<file path="config.mk">
export PLATFORM = sky130hd
export DESIGN_NAME = day10_input_reader_flat
export DESIGN_NICKNAME = d
export VERILOG_FILES = /design/src/rtl/day10_pkg.sv /design/src/rtl/day10_input_reader_if.sv /design/src/rtl/axi_read_vector.sv /design/src/rtl/day10_input_reader.sv /design/src/flat_wrapper.sv
export SDC_FILE = /design/constraint.sdc
export NUM_CORES = 1
export LEC_CHECK = 0
export CORE_MARGIN = 5
export CORE_UTILIZATION = 50
export DETAILED_ROUTE_END_ITERATION = 12
export GPL_TIMING_DRIVEN = 1
export PLACE_DENSITY = 0.78
export SLEW_MARGIN = 20
export SYNTH_ARGS = -nofsm -noshare
export SYNTH_HDL_FRONTEND = slang
export SYNTH_SLANG_ARGS = --single-unit
</file>
<file path="constraint.sdc">
create_clock -name clk -period 2.6 [get_ports clk]
set_input_delay 0.52 -clock clk [delete_from_list [all_inputs] [get_ports clk]]
set_output_delay 0.52 -clock clk [all_outputs]
set_load 0.05 [all_outputs]
</file>
<file path="src/rtl/day10_pkg.sv">
// -----------------------------------------------------------------------------
// day10_pkg
// Shared definitions for the day-10 input reader and output writer:
//   - state_t     : reader FSM state encoding (3-bit enum)
//   - MAX_*_DEF   : default maximum light / button counts
//   - count_w()   : width needed to hold a count 0..max (min 1)
//   - index_w()   : width needed to hold an index 0..max-1 (min 1)
// -----------------------------------------------------------------------------
package day10_pkg;

  localparam int MAX_NUM_LIGHTS_DEF  = 16;
  localparam int MAX_NUM_BUTTONS_DEF = 16;

  typedef enum logic [2:0] {
    INIT,
    READ_NUM_LIGHTS,
    READ_TARGET,
    READ_NUM_BUTTONS,
    READ_BUTTONS,
    READER_READY
  } state_t;

  function automatic int count_w(input int max_n);
    return (max_n <= 1) ? 1 : $clog2(max_n + 1);
  endfunction

  function automatic int index_w(input int max_n);
    return (max_n <= 1) ? 1 : $clog2(max_n);
  endfunction

endpackage

</file>
<file path="src/rtl/day10_input_reader_if.sv">
// -----------------------------------------------------------------------------
// Interfaces used by day10_input_reader.
//
// axi_stream_if #(DATA_WIDTH)
//   tdata, tvalid, tlast : master -> slave
//   tready               : slave  -> master
//   modports: master, slave
//
// day10_input_if #(MAX_NUM_LIGHTS, MAX_NUM_BUTTONS)
//   num_lights    : light count (count_w(MAX_NUM_LIGHTS) bits)
//   target_lights : target pattern, bit i = light i
//   num_buttons   : button count (count_w(MAX_NUM_BUTTONS) bits)
//   button_masks  : [button][light] toggle masks
//   modports: producer (drives fields), consumer (reads fields)
// -----------------------------------------------------------------------------
interface axi_stream_if #(
  parameter int DATA_WIDTH = 8
);
  logic [DATA_WIDTH-1:0] tdata;
  logic                  tvalid;
  logic                  tready;
  logic                  tlast;

  modport master (output tdata, output tvalid, output tlast, input tready);
  modport slave  (input tdata, input tvalid, input tlast, output tready);
endinterface

interface day10_input_if #(
  parameter int MAX_NUM_LIGHTS  = 16,
  parameter int MAX_NUM_BUTTONS = 16
);
  import day10_pkg::*;

  localparam int NL_W = count_w(MAX_NUM_LIGHTS);
  localparam int NB_W = count_w(MAX_NUM_BUTTONS);

  logic [NL_W-1:0]                                  num_lights;
  logic [MAX_NUM_LIGHTS-1:0]                        target_lights;
  logic [NB_W-1:0]                                  num_buttons;
  logic [MAX_NUM_BUTTONS-1:0][MAX_NUM_LIGHTS-1:0]   button_masks;

  modport producer (output num_lights, output target_lights,
                    output num_buttons, output button_masks);
  modport consumer (input num_lights, input target_lights,
                    input num_buttons, input button_masks);
endinterface

</file>
<file path="src/rtl/axi_read_vector.sv">
// -----------------------------------------------------------------------------
// axi_read_vector
// Collects i_vec_length single-bit beats (tdata[0]) into a vector, index
// ascending from 0, one bit per accepted handshake.
//
// Ports:
//   clk, rst_n      : clock, asynchronous active-low reset
//   i_start         : begin a read of i_vec_length bits (length must be > 0)
//   i_more          : sampled with o_done; 1 = another vector of the same
//                     length follows immediately (no idle cycle)
//   i_vec_length    : number of bits to read
//   i_tvalid        : stream valid
//   i_tdata0        : stream tdata[0]
//   o_tready        : stream ready (registered, independent of i_tvalid)
//   o_vector_next   : vector including the bit accepted this cycle
//   o_done          : high on the handshake of the final bit
// -----------------------------------------------------------------------------
module axi_read_vector #(
  parameter int MAX_VEC_LENGTH = 16,
  parameter int LEN_W          = 5
) (
  input  logic                      clk,
  input  logic                      rst_n,
  input  logic                      i_start,
  input  logic                      i_more,
  input  logic [LEN_W-1:0]          i_vec_length,
  input  logic                      i_tvalid,
  input  logic                      i_tdata0,
  output logic                      o_tready,
  output logic [MAX_VEC_LENGTH-1:0] o_vector_next,
  output logic                      o_done
);

  logic                      r_active;
  logic [LEN_W-1:0]          r_len;
  logic [LEN_W-1:0]          r_idx;
  logic [MAX_VEC_LENGTH-1:0] r_vec;
  logic                      w_hs;

  assign o_tready = r_active;
  assign w_hs     = r_active & i_tvalid;
  assign o_done   = w_hs && (r_idx == (r_len - 1'b1));

  always_comb begin
    o_vector_next = r_vec;
    for (int unsigned i = 0; i < MAX_VEC_LENGTH; i++) begin
      if (w_hs && (r_idx == LEN_W'(i))) o_vector_next[i] = i_tdata0;
    end
  end

  always_ff @(posedge clk or negedge rst_n) begin
    if (!rst_n) begin
      r_active <= 1'b0;
      r_len    <= '0;
      r_idx    <= '0;
      r_vec    <= '0;
    end else if (i_start) begin
      r_active <= 1'b1;
      r_len    <= i_vec_length;
      r_idx    <= '0;
      r_vec    <= '0;
    end else if (o_done) begin
      // The owner captures o_vector_next now; restart clean for the next one.
      r_active <= i_more;
      r_idx    <= '0;
      r_vec    <= '0;
    end else if (w_hs) begin
      r_idx    <= r_idx + 1'b1;
      r_vec    <= o_vector_next;
    end
  end

endmodule

</file>
<file path="src/rtl/day10_input_reader.sv">
// -----------------------------------------------------------------------------
// day10_input_reader
// AXI-stream slave that parses one day-10 machine record per start pulse:
//   beat 0           : num_lights (saturated to MAX_NUM_LIGHTS)
//   num_lights beats : target_lights[i] = tdata[0]
//   next beat        : num_buttons (saturated to MAX_NUM_BUTTONS)
//   per button b     : num_lights beats, button_masks[b][i] = tdata[0]
//
// Ports:
//   clk, rst_n    : clock, asynchronous active-low reset
//   day10_input   : parsed record fields (day10_input_if.producer)
//   start         : one-cycle request to read a record (ignored unless idle)
//   reader_ready  : one-cycle pulse, fields valid
//   last_record   : final beat of the record carried tlast; held until start
//   data_in       : AXI_DATA_WIDTH-wide input stream (axi_stream_if.slave)
//   frame_error   : only with DAY10_INPUT_READER_FRAME_CHECK_EN; sticky flag
//                   for tlast on a non-final beat or a saturated count
// -----------------------------------------------------------------------------
module day10_input_reader
  import day10_pkg::*;
#(
  parameter int MAX_NUM_LIGHTS    = MAX_NUM_LIGHTS_DEF,
  parameter int MAX_NUM_BUTTONS   = MAX_NUM_BUTTONS_DEF,
  parameter int MAX_NUM_LIGHTS_W  = count_w(MAX_NUM_LIGHTS),
  parameter int MAX_NUM_BUTTONS_W = count_w(MAX_NUM_BUTTONS),
  parameter int AXI_DATA_WIDTH    = 8
) (
  input  logic              clk,
  input  logic              rst_n,
  day10_input_if.producer   day10_input,
  input  logic              start,
  output logic              reader_ready,
  output logic              last_record,
`ifdef DAY10_INPUT_READER_FRAME_CHECK_EN
  output logic              frame_error,
`endif
  axi_stream_if.slave       data_in
);

  localparam logic [MAX_NUM_LIGHTS_W-1:0]  MAX_NL = MAX_NUM_LIGHTS_W'(MAX_NUM_LIGHTS);
  localparam logic [MAX_NUM_BUTTONS_W-1:0] MAX_NB = MAX_NUM_BUTTONS_W'(MAX_NUM_BUTTONS);

  state_t r_state;
  state_t w_state_next;

  logic [MAX_NUM_LIGHTS_W-1:0]                     r_num_lights;
  logic [MAX_NUM_LIGHTS-1:0]                       r_target;
  logic [MAX_NUM_BUTTONS_W-1:0]                    r_num_buttons;
  logic [MAX_NUM_BUTTONS-1:0][MAX_NUM_LIGHTS-1:0]  r_masks;
  logic [MAX_NUM_BUTTONS_W-1:0]                    r_btn_idx;
  logic                                            r_last_record;

  logic [MAX_NUM_LIGHTS_W-1:0]  w_nl_raw, w_nl_sat;
  logic [MAX_NUM_BUTTONS_W-1:0] w_nb_raw, w_nb_sat;
  logic                         w_tready, w_hs;
  logic                         w_sub_start, w_sub_more, w_sub_tready, w_sub_done;
  logic [MAX_NUM_LIGHTS_W-1:0]  w_sub_len;
  logic [MAX_NUM_LIGHTS-1:0]    w_sub_vec;
  logic                         w_last_btn, w_final_beat, w_nl_zero;
  logic                         w_unused_tdata;

  assign w_unused_tdata = ^data_in.tdata;

  assign w_nl_raw = data_in.tdata[MAX_NUM_LIGHTS_W-1:0];
  assign w_nb_raw = data_in.tdata[MAX_NUM_BUTTONS_W-1:0];
  assign w_nl_sat = (w_nl_raw > MAX_NL) ? MAX_NL : w_nl_raw;
  assign w_nb_sat = (w_nb_raw > MAX_NB) ? MAX_NB : w_nb_raw;

  // Count beats are accepted by the FSM itself; vector beats by the
  // sub-module. Both sources are registered, so tready never sees tvalid.
  assign w_tready = (r_state == READ_NUM_LIGHTS) || (r_state == READ_NUM_BUTTONS)
                    || w_sub_tready;
  assign w_hs     = data_in.tvalid & w_tready;
  assign data_in.tready = w_tready;

  assign w_last_btn = (r_btn_idx == (r_num_buttons - 1'b1));
  assign w_nl_zero  = (r_num_lights == '0);

  axi_read_vector #(
    .MAX_VEC_LENGTH (MAX_NUM_LIGHTS),
    .LEN_W          (MAX_NUM_LIGHTS_W)
  ) u_read_vec (
    .clk           (clk),
    .rst_n         (rst_n),
    .i_start       (w_sub_start),
    .i_more        (w_sub_more),
    .i_vec_length  (w_sub_len),
    .i_tvalid      (data_in.tvalid),
    .i_tdata0      (data_in.tdata[0]),
    .o_tready      (w_sub_tready),
    .o_vector_next (w_sub_vec),
    .o_done        (w_sub_done)
  );

  always_ff @(posedge clk or negedge rst_n) begin
    if (!rst_n) r_state <= INIT;
    else        r_state <= w_state_next;
  end

  always_comb begin
    w_state_next = r_state;
    w_sub_start  = 1'b0;
    w_sub_more   = 1'b0;
    w_sub_len    = r_num_lights;
    w_final_beat = 1'b0;
    reader_ready = 1'b0;
    unique case (r_state)
      INIT: begin
        if (start) w_state_next = READ_NUM_LIGHTS;
      end
      READ_NUM_LIGHTS: begin
        // Length not yet registered: hand the incoming count straight over.
        w_sub_len = w_nl_sat;
        if (w_hs) begin
          if (w_nl_sat == '0) begin
            w_state_next = READ_NUM_BUTTONS;
          end else begin
            w_sub_start  = 1'b1;
            w_state_next = READ_TARGET;
          end
        end
      end
      READ_TARGET: begin
        if (w_sub_done) w_state_next = READ_NUM_BUTTONS;
      end
      READ_NUM_BUTTONS: begin
        if (w_hs) begin
          if ((w_nb_sat == '0) || w_nl_zero) begin
            w_final_beat = 1'b1;
            w_state_next = READER_READY;
          end else begin
            w_sub_start  = 1'b1;
            w_state_next = READ_BUTTONS;
          end
        end
      end
      READ_BUTTONS: begin
        w_sub_more = !w_last_btn;
        if (w_sub_done && w_last_btn) begin
          w_final_beat = 1'b1;
          w_state_next = READER_READY;
        end
      end
      READER_READY: begin
        reader_ready = 1'b1;
        w_state_next = INIT;
      end
      default: w_state_next = INIT;
    endcase
  end

  always_ff @(posedge clk or negedge rst_n) begin
    if (!rst_n) begin
      r_num_lights  <= '0;
      r_target      <= '0;
      r_num_buttons <= '0;
      r_masks       <= '0;
      r_btn_idx     <= '0;
      r_last_record <= 1'b0;
    end else begin
      unique case (r_state)
        INIT: begin
          if (start) begin
            r_num_lights  <= '0;
            r_target      <= '0;
            r_num_buttons <= '0;
            r_masks       <= '0;
            r_btn_idx     <= '0;
            r_last_record <= 1'b0;
          end
        end
        READ_NUM_LIGHTS: begin
          if (w_hs) r_num_lights <= w_nl_sat;
        end
        READ_TARGET: begin
          if (w_sub_done) r_target <= w_sub_vec;
        end
        READ_NUM_BUTTONS: begin
          if (w_hs) begin
            r_num_buttons <= w_nb_sat;
            r_btn_idx     <= '0;
          end
        end
        READ_BUTTONS: begin
          if (w_sub_done) begin
            for (int unsigned b = 0; b < MAX_NUM_BUTTONS; b++) begin
              if (r_btn_idx == MAX_NUM_BUTTONS_W'(b)) r_masks[b] <= w_sub_vec;
            end
            if (!w_last_btn) r_btn_idx <= r_btn_idx + 1'b1;
          end
        end
        default: ;
      endcase
      if (w_final_beat) r_last_record <= data_in.tlast;
    end
  end

`ifdef DAY10_INPUT_READER_FRAME_CHECK_EN
  logic r_frame_error;
  logic w_sat_hit;

  assign w_sat_hit = ((r_state == READ_NUM_LIGHTS)  && (w_nl_raw > MAX_NL)) ||
                     ((r_state == READ_NUM_BUTTONS) && (w_nb_raw > MAX_NB));

  always_ff @(posedge clk or negedge rst_n) begin
    if (!rst_n) begin
      r_frame_error <= 1'b0;
    end else if ((r_state == INIT) && start) begin
      r_frame_error <= 1'b0;
    end else if (w_hs && ((data_in.tlast && !w_final_beat) || w_sat_hit)) begin
      r_frame_error <= 1'b1;
    end
  end

  assign frame_error = r_frame_error;
`endif

  assign day10_input.num_lights    = r_num_lights;
  assign day10_input.target_lights = r_target;
  assign day10_input.num_buttons   = r_num_buttons;
  assign day10_input.button_masks  = r_masks;
  assign last_record               = r_last_record;

endmodule

</file>
<file path="src/flat_wrapper.sv">
// flat-port wrapper written by rule: the top's interface ports become plain ports
module day10_input_reader_flat import day10_pkg::*;
#(
  parameter int MAX_NUM_LIGHTS    = MAX_NUM_LIGHTS_DEF,
  parameter int MAX_NUM_BUTTONS   = MAX_NUM_BUTTONS_DEF,
  parameter int MAX_NUM_LIGHTS_W  = count_w(MAX_NUM_LIGHTS),
  parameter int MAX_NUM_BUTTONS_W = count_w(MAX_NUM_BUTTONS),
  parameter int AXI_DATA_WIDTH    = 8
)
  (clk, rst_n, start, reader_ready, last_record, day10_input_num_lights, day10_input_target_lights, day10_input_num_buttons, day10_input_button_masks, data_in_tdata, data_in_tvalid, data_in_tlast, data_in_tready);
  day10_input_if #(.MAX_NUM_LIGHTS(MAX_NUM_LIGHTS), .MAX_NUM_BUTTONS(MAX_NUM_BUTTONS)) day10_input_i ();
  axi_stream_if #(.DATA_WIDTH(8)) data_in_i ();
  input  logic clk;
  input  logic rst_n;
  input  logic start;
  output logic reader_ready;
  output logic last_record;
  output wire logic [$bits(day10_input_i.num_lights)-1:0] day10_input_num_lights;
  output wire logic [$bits(day10_input_i.target_lights)-1:0] day10_input_target_lights;
  output wire logic [$bits(day10_input_i.num_buttons)-1:0] day10_input_num_buttons;
  output wire logic [$bits(day10_input_i.button_masks)-1:0] day10_input_button_masks;
  input wire logic [$bits(data_in_i.tdata)-1:0] data_in_tdata;
  input wire logic [$bits(data_in_i.tvalid)-1:0] data_in_tvalid;
  input wire logic [$bits(data_in_i.tlast)-1:0] data_in_tlast;
  output wire logic [$bits(data_in_i.tready)-1:0] data_in_tready;
  assign day10_input_num_lights = day10_input_i.num_lights;
  assign day10_input_target_lights = day10_input_i.target_lights;
  assign day10_input_num_buttons = day10_input_i.num_buttons;
  assign day10_input_button_masks = day10_input_i.button_masks;
  assign data_in_i.tdata = data_in_tdata;
  assign data_in_i.tvalid = data_in_tvalid;
  assign data_in_i.tlast = data_in_tlast;
  assign data_in_tready = data_in_i.tready;
  day10_input_reader #(.MAX_NUM_LIGHTS(MAX_NUM_LIGHTS), .MAX_NUM_BUTTONS(MAX_NUM_BUTTONS), .MAX_NUM_LIGHTS_W(MAX_NUM_LIGHTS_W), .MAX_NUM_BUTTONS_W(MAX_NUM_BUTTONS_W), .AXI_DATA_WIDTH(AXI_DATA_WIDTH)) u_core (.clk(clk), .rst_n(rst_n), .day10_input(day10_input_i), .start(start), .reader_ready(reader_ready), .last_record(last_record), .data_in(data_in_i));
endmodule
</file>
Word level (Yosys, flattened, before mapping)
Cells that the tools add are included.

Register bits after elaboration: 318. Input bits: 13. Output and inout port bits: 285. Logic and storage cells: 229.

Add/subtract/negate cells: 4. Order comparisons: 1. Eq/ne operators: 60. Multiplexer cells: 78. Bitwise logic cells: 2. Reductions and logical operators: 58.

Operator list (number): $mux 256 (2); $pmux 256 s2 (1); $mux 16 (21); $eq 5x4->1 const B (16); $reduce_and 4->1 (16); $mux 5 (10); $ne 2x1->1 const B (21); $eq 5x3->1 const B (8); $mux 1 (32); $pmux 16 s2 (1); $eq 5x2->1 const B (4); $logic_not 5->1 (4); $pmux 5 s2 (2); $logic_and 1x1->1 (18); $mux 3 (5); $pmux 3 s5 (1); $pmux 5 s3 (1); $reduce_bool 2->1 (7); $add 5x1->5 const B (2); $eq 5x1->1 const B (2); $eq 5x5->1 (2); $reduce_and 5->1 (2); $sub 5x1->5 const B (2); $reduce_and 3->1 (3); other kinds (12) (20).

Depth between registers and ports, before layout
Gate-level depths: netlist (run 1).

Word-level depth: 9. Gate-level depth with buffers: 10.

Cells and area by module
From an unflattened synthesis (run 1), not the netlist that was laid out.

Cell total of the unflattened synthesis: 1085. Area, all modules: 13679.4 um^2.

Modules (own cells, without submodules): day10_input_reader (times used 1, cells each 917, area each 12026.5 um^2, seq. area each 7282.0 um^2); axi_read_vector (times used 1, cells each 168, area each 1652.8 um^2, seq. area each 675.6 um^2).

Least setup slack after synthesis (run 1)
No wires, ideal clock.

Path kind: reg2reg. From: register u_core.r_num_buttons[0], in the netlist u_core.day10_input.num_buttons[0]. To: register u_core.r_btn_idx[0]. Arrival time: 2.113 ns. Data required time: 2.520 ns. Setup slack: 0.407 ns. Stages on the path, launching flop included: 8. Buffers on the path: 0. Period minus slack after synthesis: 2.193 ns. Path through: dfrtp_1 -> inv_1 -> ha_1 -> xnor3_1 -> nand3_1 -> nor3_1 -> nand4b_1 -> mux2i_1.

Longest elaborated chain between the ends: 4.

RTL lines: start, declared (line day10_input_reader.sv:48) `logic [MAX_NUM_BUTTONS_W-1:0] r_num_buttons;`; start signal, assigned (line day10_input_reader.sv:180) `r_num_buttons <= w_nb_sat;`; $sub 5x1->5 (line day10_input_reader.sv:76) `assign w_last_btn = (r_btn_idx == (r_num_buttons - 1'b1));`; $eq 5x5->1 (line day10_input_reader.sv:76); $ne 2x2->1 (no line); $reduce_and 5->1 (no line); end signal, assigned (line day10_input_reader.sv:189) `if (!w_last_btn) r_btn_idx <= r_btn_idx + 1'b1;`; end, declared (line day10_input_reader.sv:50) `logic [MAX_NUM_BUTTONS_W-1:0] r_btn_idx;`.

Every way passes these cells. A chain may end at the register's enable or synchronous reset.

Final worst setup path (run 1)
From: register u_core.u_read_vec.r_len[0]. To: register u_core.r_masks, in the netlist u_core.day10_input.button_masks[95].

Longest elaborated chain between the ends: 5.

RTL lines: start, declared (line axi_read_vector.sv:35) `logic [LEN_W-1:0] r_len;`; start signal, assigned (line axi_read_vector.sv:59) `r_len <= i_vec_length;`; $sub 5x1->5 (line axi_read_vector.sv:42) `assign o_done = w_hs && (r_idx == (r_len - 1'b1));`; $eq 5x5->1 (line axi_read_vector.sv:42); $logic_and 1x1->1 (line axi_read_vector.sv:42); $ne 2x1->1 (no line); $reduce_and 4->1 (no line); end signal, assigned by index (line day10_input_reader.sv:187) `if (r_btn_idx == MAX_NUM_BUTTONS_W'(b)) r_masks[b] <= w_sub_vec;`; end, declared (line day10_input_reader.sv:49) `logic [MAX_NUM_BUTTONS-1:0][MAX_NUM_LIGHTS-1:0] r_masks;`.

Every way passes these cells.

==> results of run 1 <==
==> sequential cells by signal, summed over array words and instances, names as in the netlist <==
signal                            count
u_core.u_read_vec.r_vec              16
u_core.u_read_vec.r_len               5
u_core.day10_input.num_buttons        5
u_core.last_record                    1
u_core.day10_input.button_masks     256
u_core.u_read_vec.o_tready            1
u_core.day10_input.target_lights     16
u_core.u_read_vec.r_idx               5
u_core.day10_input.num_lights         5
u_core.r_btn_idx                      5
u_core.r_state                        3
==> metal layers <==
metal	track usage (%)	vias to the layer above
met3	4.37	76
met2	42.7	343
met4	9.08	0
met5	0	-
li1	-	4726
met1	34.6	5313
==> cells in the mapped netlist (all sizes together), types with 2 or more instances <==
| master | instances | area (um2) |
|---|---|---|
| nor2 | 77 | 289 |
| a21o | 2 | 15.0 |
| xor2 | 6 | 52.6 |
| nand3b | 2 | 15.0 |
| a22o | 5 | 43.8 |
| and3b | 2 | 17.5 |
| nand2 | 285 | 1070 |
| nor3 | 16 | 85.1 |
| inv | 14 | 52.6 |
| buf | 40 | 355 |
| nand3 | 23 | 305 |
| nand2b | 26 | 163 |
| a21oi | 10 | 53.8 |
| and3 | 4 | 25.0 |
| nor2b | 2 | 12.5 |
| dfrtp | 318 | 7960 |
| ha | 12 | 150 |
| a211oi | 2 | 15.0 |
| clkbuf | 62 | 234 |
| or2 | 3 | 18.8 |
| xnor2 | 8 | 70.1 |
| and2 | 5 | 31.3 |
| a31oi | 4 | 40.0 |
| mux2 | 16 | 180 |
| mux2i | 279 | 2790 |
| o21ai | 9 | 45.0 |
| nand4b | 6 | 52.6 |
==> power by group <==
group	internal, mW	switching [mW]
clock network	3.29	1.96
logic	1.12	2.19
registers	5.20	0.275
total	9.60	4.43
==> worst paths after layout <==
kind | endpoint | slack (ns)
setup / recovery | u_core.day10_input.button_masks[95] | 0.16
hold / removal | u_core.day10_input.num_lights[2] | 0.01
setup reg to reg | u_core.day10_input.button_masks[95] | 0.16
hold reg to reg | u_core.day10_input.target_lights[3] | 0.52
max in group asynchronous | u_core.day10_input.button_masks[166] | 1.78
min in group clk | u_core.day10_input.target_lights[3] | 0.52
==> cells in the final DEF, fill, tap and decap left out, types with 3 or more instances in the layout <==
| master | synthesis | routed |
|---|---|---|
| mux2i_1 | 279 | 279 |
| nand3_1 | 6 | 6 |
| nand3_2 | 3 | 3 |
| nor3_1 | 15 | 15 |
| clkinv_2 | 0 | 5 |
| and3_1 | 4 | 4 |
| a31oi_1 | 3 | 3 |
| ha_1 | 12 | 12 |
| clkbuf_8 | 0 | 8 |
| and2_1 | 5 | 5 |
| o21ai_0 | 9 | 9 |
| bufinv_16 | 0 | 6 |
| mux2_2 | 16 | 16 |
| clkbuf_1 | 61 | 3 |
| a21oi_1 | 9 | 9 |
| nand3_4 | 14 | 14 |
| xnor2_1 | 8 | 8 |
| buf_12 | 2 | 26 |
| nand2b_1 | 26 | 26 |
| clkbuf_16 | 0 | 35 |
| buf_4 | 3 | 40 |
| nand4b_1 | 6 | 6 |
| nand2_1 | 285 | 285 |
| nor2_1 | 77 | 77 |
| clkdlybuf4s50_1 | 0 | 291 |
| xor2_1 | 6 | 6 |
| a22o_1 | 5 | 5 |
| inv_1 | 14 | 14 |
| dfrtp_1 | 318 | 318 |
==> area by class of cell <==
type	instances	area [um2]
clock buffers	46	997
multi-input cells	816	5670
well taps	378	473
clock inverters	14	229
repair buffers	361	3780
flip-flops and latches	318	7960
fillers	2075	8850
inverters	14	52.6
==> stage by stage <==
step / setup TNS, ns / cell area (um2) / total power, mW / utilization (%) / std cells
finish: 0 / 19200 / 14.0 / 68.4 / 1947
global route: 0 / 19200 / 14.6 / 68.4 / 1947
CTS: 0 / 19200 / 14.1 / 68.4 / 1947
detailed placement: -0.992 / 17900 / 8.84 / 64.0 / 1887
global placement: -0.333 / 17900 / 8.76 / 64.0 / 1887
floorplan: 0 / 14300 / 7.90 / - / 1250
==> logic make-up (layout without fill, tap and decap cells) <==
family	count (synthesis)	after routing
fa+ha+maj	12	12
buf+inv	116	435
simple gates	457	457
xor+xnor	15	15
compound gates	37	37
mux	295	295
flops	318	318
==> what timing repair did <==
item	4_1_cts	5_1_grt
endpoints found under the setup margin	1	107
pin swaps	0	3
hold endpoints to repair	0	0
buffers inserted	0	0
resized for setup	1	2
==> impl_metrics.env, run 1 <==
export IMPL_grt_antenna_before_repair=0
export IMPL_ys_seq_elements=318
export IMPL_rsz0062_at_grt="false"
export IMPL_port_buffers=294
export IMPL_slowest_delay_ns=0.41
export IMPL_crit_type="reg -> reg"
export IMPL_cp_end_kind="flip-flop"
export IMPL_synth_xor_area_share_pct=1.02
export IMPL_chipWidth_um=179
export IMPL_final_setup_viol_count=0
export IMPL_reg2reg_depth=7
export IMPL_irDropWorstVdd_mv=0.567
export IMPL_leakagePower_nw=9.91
export IMPL_routed_top_layer="met4"
export IMPL_place_congestion=0.850
export IMPL_wl_met1_um=17600
export IMPL_ios=298
export IMPL_synth_edf_count=0
export IMPL_grt_use_total_pct=25.8
export IMPL_final_antenna_net_count=0
export IMPL_hold_viol=0
export IMPL_core_mm2=0.0280
export IMPL_synthCells=1250
export IMPL_totalWireLength_um=41800
export IMPL_seq_area_frac_synth_pct=55.8
export IMPL_critical_path_depth=7
export IMPL_clk_pin_slew_worst_paths_ns=0.06
export IMPL_dr_total_vias=10458
export IMPL_post_route_period_util_pct=93.8
export IMPL_clk_latency_ns=0.51
export IMPL_critical_path_slowest_cell="dfrtp_1"
export IMPL_rows=61
export IMPL_yosys_cell_types_count=49
export IMPL_synth_top_family_by_area="multiplexers"
export IMPL_synth_avg_cell_area_um2=11.4
export IMPL_die_h_um=179
export IMPL_critPathRequiredTime_ns=3.01
export IMPL_critPathTopFamily="simple AND/OR/NAND/NOR gates"
export IMPL_cts_tree="yes"
export IMPL_firstDrtPassIters=6
export IMPL_pre_cts_slack_ns=-0.0743
export IMPL_status="finished clean"
export IMPL_grt_pass1_vias=10961
export IMPL_drv_cap=0
export IMPL_grt_ovfl_total=0
export IMPL_drive_above_1_share_pct=10.6
export IMPL_routedWlPerCell_um=21.4
export IMPL_ys_flop_type="dfrtp_1"
export IMPL_crit_buf_inv=2
export IMPL_dr_wl_met2_um=20300
export IMPL_clock_fmax_ghz=0.410
export IMPL_fin_hold_ws_ns=0.0105
export IMPL_synth_simple_gate_area_share_pct=15.0
export IMPL_async_flop_share_pct=100
export IMPL_grt_max_degree=83
export IMPL_cp_arrival_ns=2.85
export IMPL_place_hpwl_um=28000
export IMPL_slew_viol_final=0
export IMPL_layout_nets=1570
export IMPL_htree_levels=2
export IMPL_fin_ws_ns=0.160
export IMPL_die_area_mm2=0.0320
export IMPL_period_needed_ns=2.44
export IMPL_synth_compound_area_share_pct=1.79
export IMPL_slew_headroom_pct=35.3
export IMPL_drtIter0Drc=842
export IMPL_cts_hold_buf=0
export IMPL_clk_path_buf_depth=3
export IMPL_start_util_pct=50.9
export IMPL_synthMuxAreaShare_pct=20.8
export IMPL_hp_class="in -> async"
export IMPL_synth_area_mm2=0.0143
export IMPL_diodes=0
export IMPL_worstMarginPinSlew_ns=0.971
export IMPL_fin_worst_skew_ns=0.0170
export IMPL_cts_sinks=318
export IMPL_yosysWarnings=0
export IMPL_path_cells="inv_1, ha_1, or3_4, a31oi_4, buf_6, nand3_4, mux2i_1"
export IMPL_synth_fa_ha_area_share_pct=1.05
export IMPL_rr_startpoint="u_core.u_read_vec.r_len[0]"
export IMPL_wl_met3_um=2390
export IMPL_worstPathMaxFanout=23
export IMPL_startpoint="u_core.u_read_vec.r_len[0]"
export IMPL_routed_via_density=5.37
export IMPL_syn_nets=1275
export IMPL_critPathLaunchType="flip-flop"
export IMPL_drc=0
export IMPL_cts_root_buf="clkbuf_16"
export IMPL_area_growth_pct=34.4
export IMPL_numCtsBuffers=34
export IMPL_p_per_area_mw_per_mm2=732
export IMPL_grt_pass1_wl_um=63800
(Power assumes the default switching activity.)
==> run 2, diff against run 1 <==
Settings changed: CORE_UTILIZATION 50 to 25, PLACE_DENSITY 0.78 to unset, REMOVE_ABC_BUFFERS set to 1.
==> run 2 against run 1 <==
Critical path depth is 4 lower. Register-to-register slack better by 0.07 ns. Combinational power is 1% higher. Sequential power hardly changed. Clock power is 3% higher. Largest cell class unchanged.
==> impl_metrics.env, run 2 (same netlist as run 1, synthesis figures left out) <==
export IMPL_crit_top_cell="nand2b_1"
export IMPL_routed_via_density=4.40
export IMPL_drtIter0Drc=545
export IMPL_status="finished clean"
export IMPL_die_area_mm2=0.0619
export IMPL_irDropWorstVdd_mv=0.480
export IMPL_htree_levels=2
export IMPL_layout_commonest_cell="dfrtp_1"
export IMPL_worstMarginPinSlew_ns=0.926
export IMPL_grt_pass1_vias=11020
export IMPL_die_h_um=249
export IMPL_fin_worst_skew_ns=0.0192
export IMPL_clock_fmax_ghz=0.419
export IMPL_core_mm2=0.0565
export IMPL_slew_viol_final=0
export IMPL_critPathLaunchType="flip-flop"
export IMPL_port_buffers=294
export IMPL_post_route_period_util_pct=91.8
export IMPL_start_util_pct=25.2
export IMPL_period_needed_ns=2.39
export IMPL_routedWlPerCell_um=19.7
export IMPL_final_util_pct=35.2
export IMPL_leakagePower_nw=10.0
export IMPL_grt_antenna_before_repair=0
export IMPL_worstPathMaxFanout=12
export IMPL_place_congestion=0.799
export IMPL_clk_pin_slew_worst_paths_ns=0.06
export IMPL_grt_use_total_pct=14.5
export IMPL_fin_ws_ns=0.214
export IMPL_area_growth_pct=39.4
export IMPL_final_cell_mix="318 x dfrtp_1, 291 x clkdlybuf4s50_1, 285 x nand2_1"
export IMPL_totalWireLength_um=46200
export IMPL_drc=0
export IMPL_cts_sinks=318
export IMPL_grt_max_degree=148
export IMPL_critical_path_slowest_cell="dlygate4sd2_1"
export IMPL_firstDrtPassIters=4
export IMPL_clk_latency_ns=0.55
export IMPL_dr_total_vias=10325
export IMPL_final_antenna_net_count=0
export IMPL_layout_nets=1591
export IMPL_drive_above_1_share_pct=11.5
export IMPL_diodes=0
export IMPL_place_hpwl_um=31400
export IMPL_crit_buf_inv=1
export IMPL_largest_reg_flops=256
export IMPL_pre_cts_slack_ns=-0.271
export IMPL_ios=298
export IMPL_postCtsSetupRepairBufs=0
export IMPL_p_per_area_mw_per_mm2=716
export IMPL_hp_class="reg -> reg"
export IMPL_path_cells="nand2b_1, nand2b_1, dlygate4sd2_1"
export IMPL_hold_viol=0
export IMPL_slew_headroom_pct=38.3
export IMPL_crit_type="reg -> out"
export IMPL_final_setup_viol_count=0
export IMPL_cts_root_buf="clkbuf_16"
export IMPL_grt_pass1_wl_um=70200
export IMPL_grt_ovfl_total=0
export IMPL_rows=87
export IMPL_cp_arrival_ns=1.87
export IMPL_critPathRequiredTime_ns=2.08
export IMPL_slowest_delay_ns=0.53
export IMPL_cp_end_kind="output port"
export IMPL_drv_cap=0
export IMPL_cts_tree="yes"
export IMPL_clk_path_buf_depth=3
export IMPL_chipWidth_um=249
export IMPL_critPathTopFamily="buffers and inverters"
export IMPL_numCtsBuffers=37
export IMPL_rsz0062_at_grt="false"
run 2: cell types whose count changed in the layout (fill, tap and decap cells not counted), sizes merged:
cell          change
buf              +17
bufinv            -2
clkbuf            +5
clkinv            -2
dlygate4sd2       +1
dlygate4sd3       +1
dlymetal6s2s      -1
inv               +2
run 2: final timing paths:
check                                                          from                                    to  slack (ns)  cells past startpoint
min in group asynchronous                                     rst_n   u_core.day10_input.button_masks[16]        0.52                      2
worst min-delay path            u_core.day10_input.target_lights[7]   u_core.day10_input.target_lights[7]        0.50                      1
worst min register to register  u_core.day10_input.target_lights[7]   u_core.day10_input.target_lights[7]        0.50                      1
max in group asynchronous                                     rst_n  u_core.day10_input.button_masks[129]        1.31                      3
worst max register to register           u_core.u_read_vec.r_len[0]  u_core.day10_input.button_masks[101]        0.23                      7
worst max-delay path                              u_core.r_state[2]                        data_in_tready        0.21                      3
run 2: area by class of cell:
cell class / instances / area (um2)
fillers: 5603 / 36600
flip-flops and latches: 318 / 7960
multi-input cells: 816 / 5670
repair buffers: 379 / 4000
clock buffers: 51 / 1070
well taps: 756 / 946
clock inverters: 12 / 183
inverters: 14 / 52.6
run 2: through the flow:
stage | std cells | total power [mW] | setup TNS, ns | instance area [um2] | hold WS (ns)
2_1_floorplan | 1148 | 7.56 | -247.53 | 13700 | 0.224
3_3_place_gp | 2282 | 8.88 | -7.85 | 18600 | 0.491
3_5_place_dp | 2282 | 8.93 | -8.25 | 18600 | 0.494
4_1_cts | 2346 | 14.5 | 0 | 19900 | 0.491
5_1_grt | 2346 | 14.9 | 0 | 19900 | 0.519
6_report | 2346 | 14.2 | 0 | 19900 | 0.505
run 2: metal layers:
metal	GRT usage, %	part of all wire, %	up-vias
met3	3.49	5.5	70
met4	5.00	3.0	0
met1	18.8	44	5217
li1	-	-	4774
met2	24.0	48	264
met5	0	0	-
run 2: report_power, final:
part	total (mW)	switching, mW	internal, mW
Clock	5.41	2.13	3.29
Combinational	3.35	2.21	1.15
Sequential	5.47	0.270	5.20
Total	14.2	4.60	9.63
run 2: repair_timing:
item | in CTS | in global routing
endpoints found under the setup margin | 2 | 18
hold buffers | 1 | 0
hold endpoints to repair | 45 | 0
resized for setup | 2 | 1
pin swaps | 0 | 1
run 2: worst reg2reg max path, delay by kind of cell (launching register included):
family / cells / cell delay, ns
fa+ha+maj: 1 / 0.22
simple gates: 2 / 0.76
flops: 1 / 0.40
compound gates: 1 / 0.23
buf+inv: 2 / 0.39
mux: 1 / 0.28
==> run 3, diff against run 2 <==
Settings changed: DONT_BUFFER_PORTS set to 1.
==> run 3 against run 2 <==
The run now ends with negative hold slack left. Worst hold slack got worse by 0.82 ns. Routed wire length decreased by 4.8%. Critical path depth increased by 4. Power decreased by 0.64%. Cell area decreased by 17%. Via count decreased by 11%. Critical endpoint is now u_core.day10_input.button_masks[120]. Highest routed layer unchanged. Die area unchanged. Clock skew about the same. Flip-flop and latch count unchanged.
==> impl_metrics.env, run 3 (same netlist as run 1, synthesis figures left out) <==
export IMPL_worstMarginPinSlew_ns=0.946
export IMPL_rows=87
export IMPL_die_h_um=249
export IMPL_grt_antenna_before_repair=1
export IMPL_cts_root_buf="clkbuf_16"
export IMPL_final_area_mm2=0.0165
export IMPL_place_hpwl_um=29000
export IMPL_core_mm2=0.0565
export IMPL_cts_sinks=318
export IMPL_totalWireLength_um=44000
export IMPL_start_util_pct=25.2
export IMPL_final_setup_viol_count=0
export IMPL_drc=0
export IMPL_seq_power_share_pct=40.2
export IMPL_hp_class="in -> async"
export IMPL_grt_pass1_vias=9417
export IMPL_port_buffers=0
export IMPL_area_growth_pct=15.5
export IMPL_numCtsBuffers=37
export IMPL_fillerInstances=5759
export IMPL_worstPathMaxFanout=16
export IMPL_cts_tree="yes"
export IMPL_final_antenna_net_count=0
export IMPL_p_comb_share_pct=19.7
export IMPL_dr_total_vias=9167
export IMPL_clk_pin_slew_worst_paths_ns=0.06
export IMPL_cp_arrival_ns=2.90
export IMPL_finalPower_mw=14.1
export IMPL_clk_path_buf_depth=3
export IMPL_slew_headroom_pct=36.9
export IMPL_drive_above_1_share_pct=12.0
export IMPL_grt_use_total_pct=13.7
export IMPL_tns_ns=0
export IMPL_timing_rr_end="u_core.day10_input.button_masks[120]"
export IMPL_critPathRequiredTime_ns=3.06
export IMPL_dpl_cell_area_mm2=0.0151
export IMPL_status="finished with violations"
export IMPL_fin_worst_skew_ns=0.0190
export IMPL_drv_cap=0
export IMPL_layout_nets=1261
export IMPL_fin_ws_ns=0.166
export IMPL_htree_levels=2
export IMPL_drtIter0Drc=522
export IMPL_routed_via_density=4.54
export IMPL_grt_ovfl_total=0
export IMPL_grt_pass1_wl_um=64900
export IMPL_crit_type="reg -> reg"
export IMPL_fin_hold_ws_ns=-0.313
export IMPL_largest_reg_flops=256
export IMPL_routedWlPerCell_um=21.8
export IMPL_place_congestion=0.775
export IMPL_rsz0062_at_grt="false"
export IMPL_p_int_mw=9.67
export IMPL_cp_end_kind="flip-flop"
export IMPL_p_per_area_mw_per_mm2=859
export IMPL_r2r_slack_ns=0.17
export IMPL_post_route_period_util_pct=93.6
export IMPL_period_needed_ns=2.43
export IMPL_grt_max_degree=319
export IMPL_final_cell_mix="318 x dfrtp_1, 285 x nand2_1, 279 x mux2i_1"
export IMPL_ios=298
export IMPL_power_switching_share_pct=31.7
export IMPL_pre_cts_slack_ns=0.140
export IMPL_clockPowerShare_pct=40.1
export IMPL_die_area_mm2=0.0619
export IMPL_slew_viol_final=0
export IMPL_p_sw_mw=4.48
export IMPL_clk_latency_ns=0.55
export IMPL_layout_commonest_cell="dfrtp_1"
export IMPL_reg2reg_depth=7
export IMPL_hold_viol=318
export IMPL_violations="negative hold slack"
export IMPL_rr_startpoint="u_core.u_read_vec.r_len[0]"
export IMPL_firstDrtPassIters=5
export IMPL_leakagePower_nw=8.79
export IMPL_clock_fmax_ghz=0.411
export IMPL_chipWidth_um=249
export IMPL_irDropWorstVdd_mv=0.377
export IMPL_critPathLaunchType="flip-flop"
==> run 3: area by class of cell <==
type	count	area, um2	share of cell area [%]
Sequential cell	318	7960	48.3
Multi-Input combinational cell	816	5670	34.4
Clock buffer	51	1090	6.62
Tap cell	756	946	5.74
Timing Repair Buffer	49	518	3.14
Clock inverter	15	235	1.43
Inverter	14	52.6	0.319
Antenna cell	1	2.50	0.0152
==> run 3: worst max path at each step <==
stage          cells after the start                              endpoint                        from
2_1_floorplan                      7   u_core.day10_input.button_masks[48]  u_core.u_read_vec.r_len[0]
3_5_place_dp                       7  u_core.day10_input.button_masks[151]  u_core.u_read_vec.r_len[0]
5_1_grt                            7  u_core.day10_input.button_masks[116]  u_core.u_read_vec.r_len[0]
4_1_cts                            7  u_core.day10_input.button_masks[154]  u_core.u_read_vec.r_len[0]
6_report                           7  u_core.day10_input.button_masks[120]  u_core.u_read_vec.r_len[0]
3_3_place_gp                       7   u_core.day10_input.button_masks[88]  u_core.u_read_vec.r_len[0]
==> run 3: what timing repair did <==
action	4_1_cts	5_1_grt
setup buffers	0	0
gates resized for setup	0	0
hold endpoints to repair	318	318
==> run 3: critical path, cell delays in order, from the launching register on <==
cell and delay [ns]:
dfrtp_1 0.41, inv_1 0.06, ha_1 0.22, or3_4 0.40, a31oi_4 0.25, buf_4 0.32
nand3_4 0.39, mux2i_1 0.28
==> run 3: power groups by stage <==
| stage | logic, mW | registers (mW) | clock network [mW] |
|---|---|---|---|
| floorplan | 1.74 | 5.82 | 0 |
| global placement | 2.78 | 5.77 | 0 |
| detailed placement | 2.81 | 5.78 | 0 |
| CTS | 2.82 | 5.69 | 5.83 |
| global route | 3.04 | 5.73 | 6.01 |
| finish | 2.79 | 5.69 | 5.67 |
==> run 3: per-stage QoR <==
stage               std cells  utilization (%)  hold slack, ns
global placement         1953             26.8           0.233
global route             2019             29.2          -0.349
floorplan                1148                -           0.224
finish                   2020             29.2          -0.313
detailed placement       1953             26.8           0.251
CTS                      2019             29.2          -0.353
==> run 3: routing by layer <==
metal,track usage [%],vias to the layer above,wire length [um]
met5,0,-,0
met4,3.96,0,1130
met3,5.24,67,3980
met1,17.0,4685,18200
li1,-,4115,-
met2,22.2,300,20700
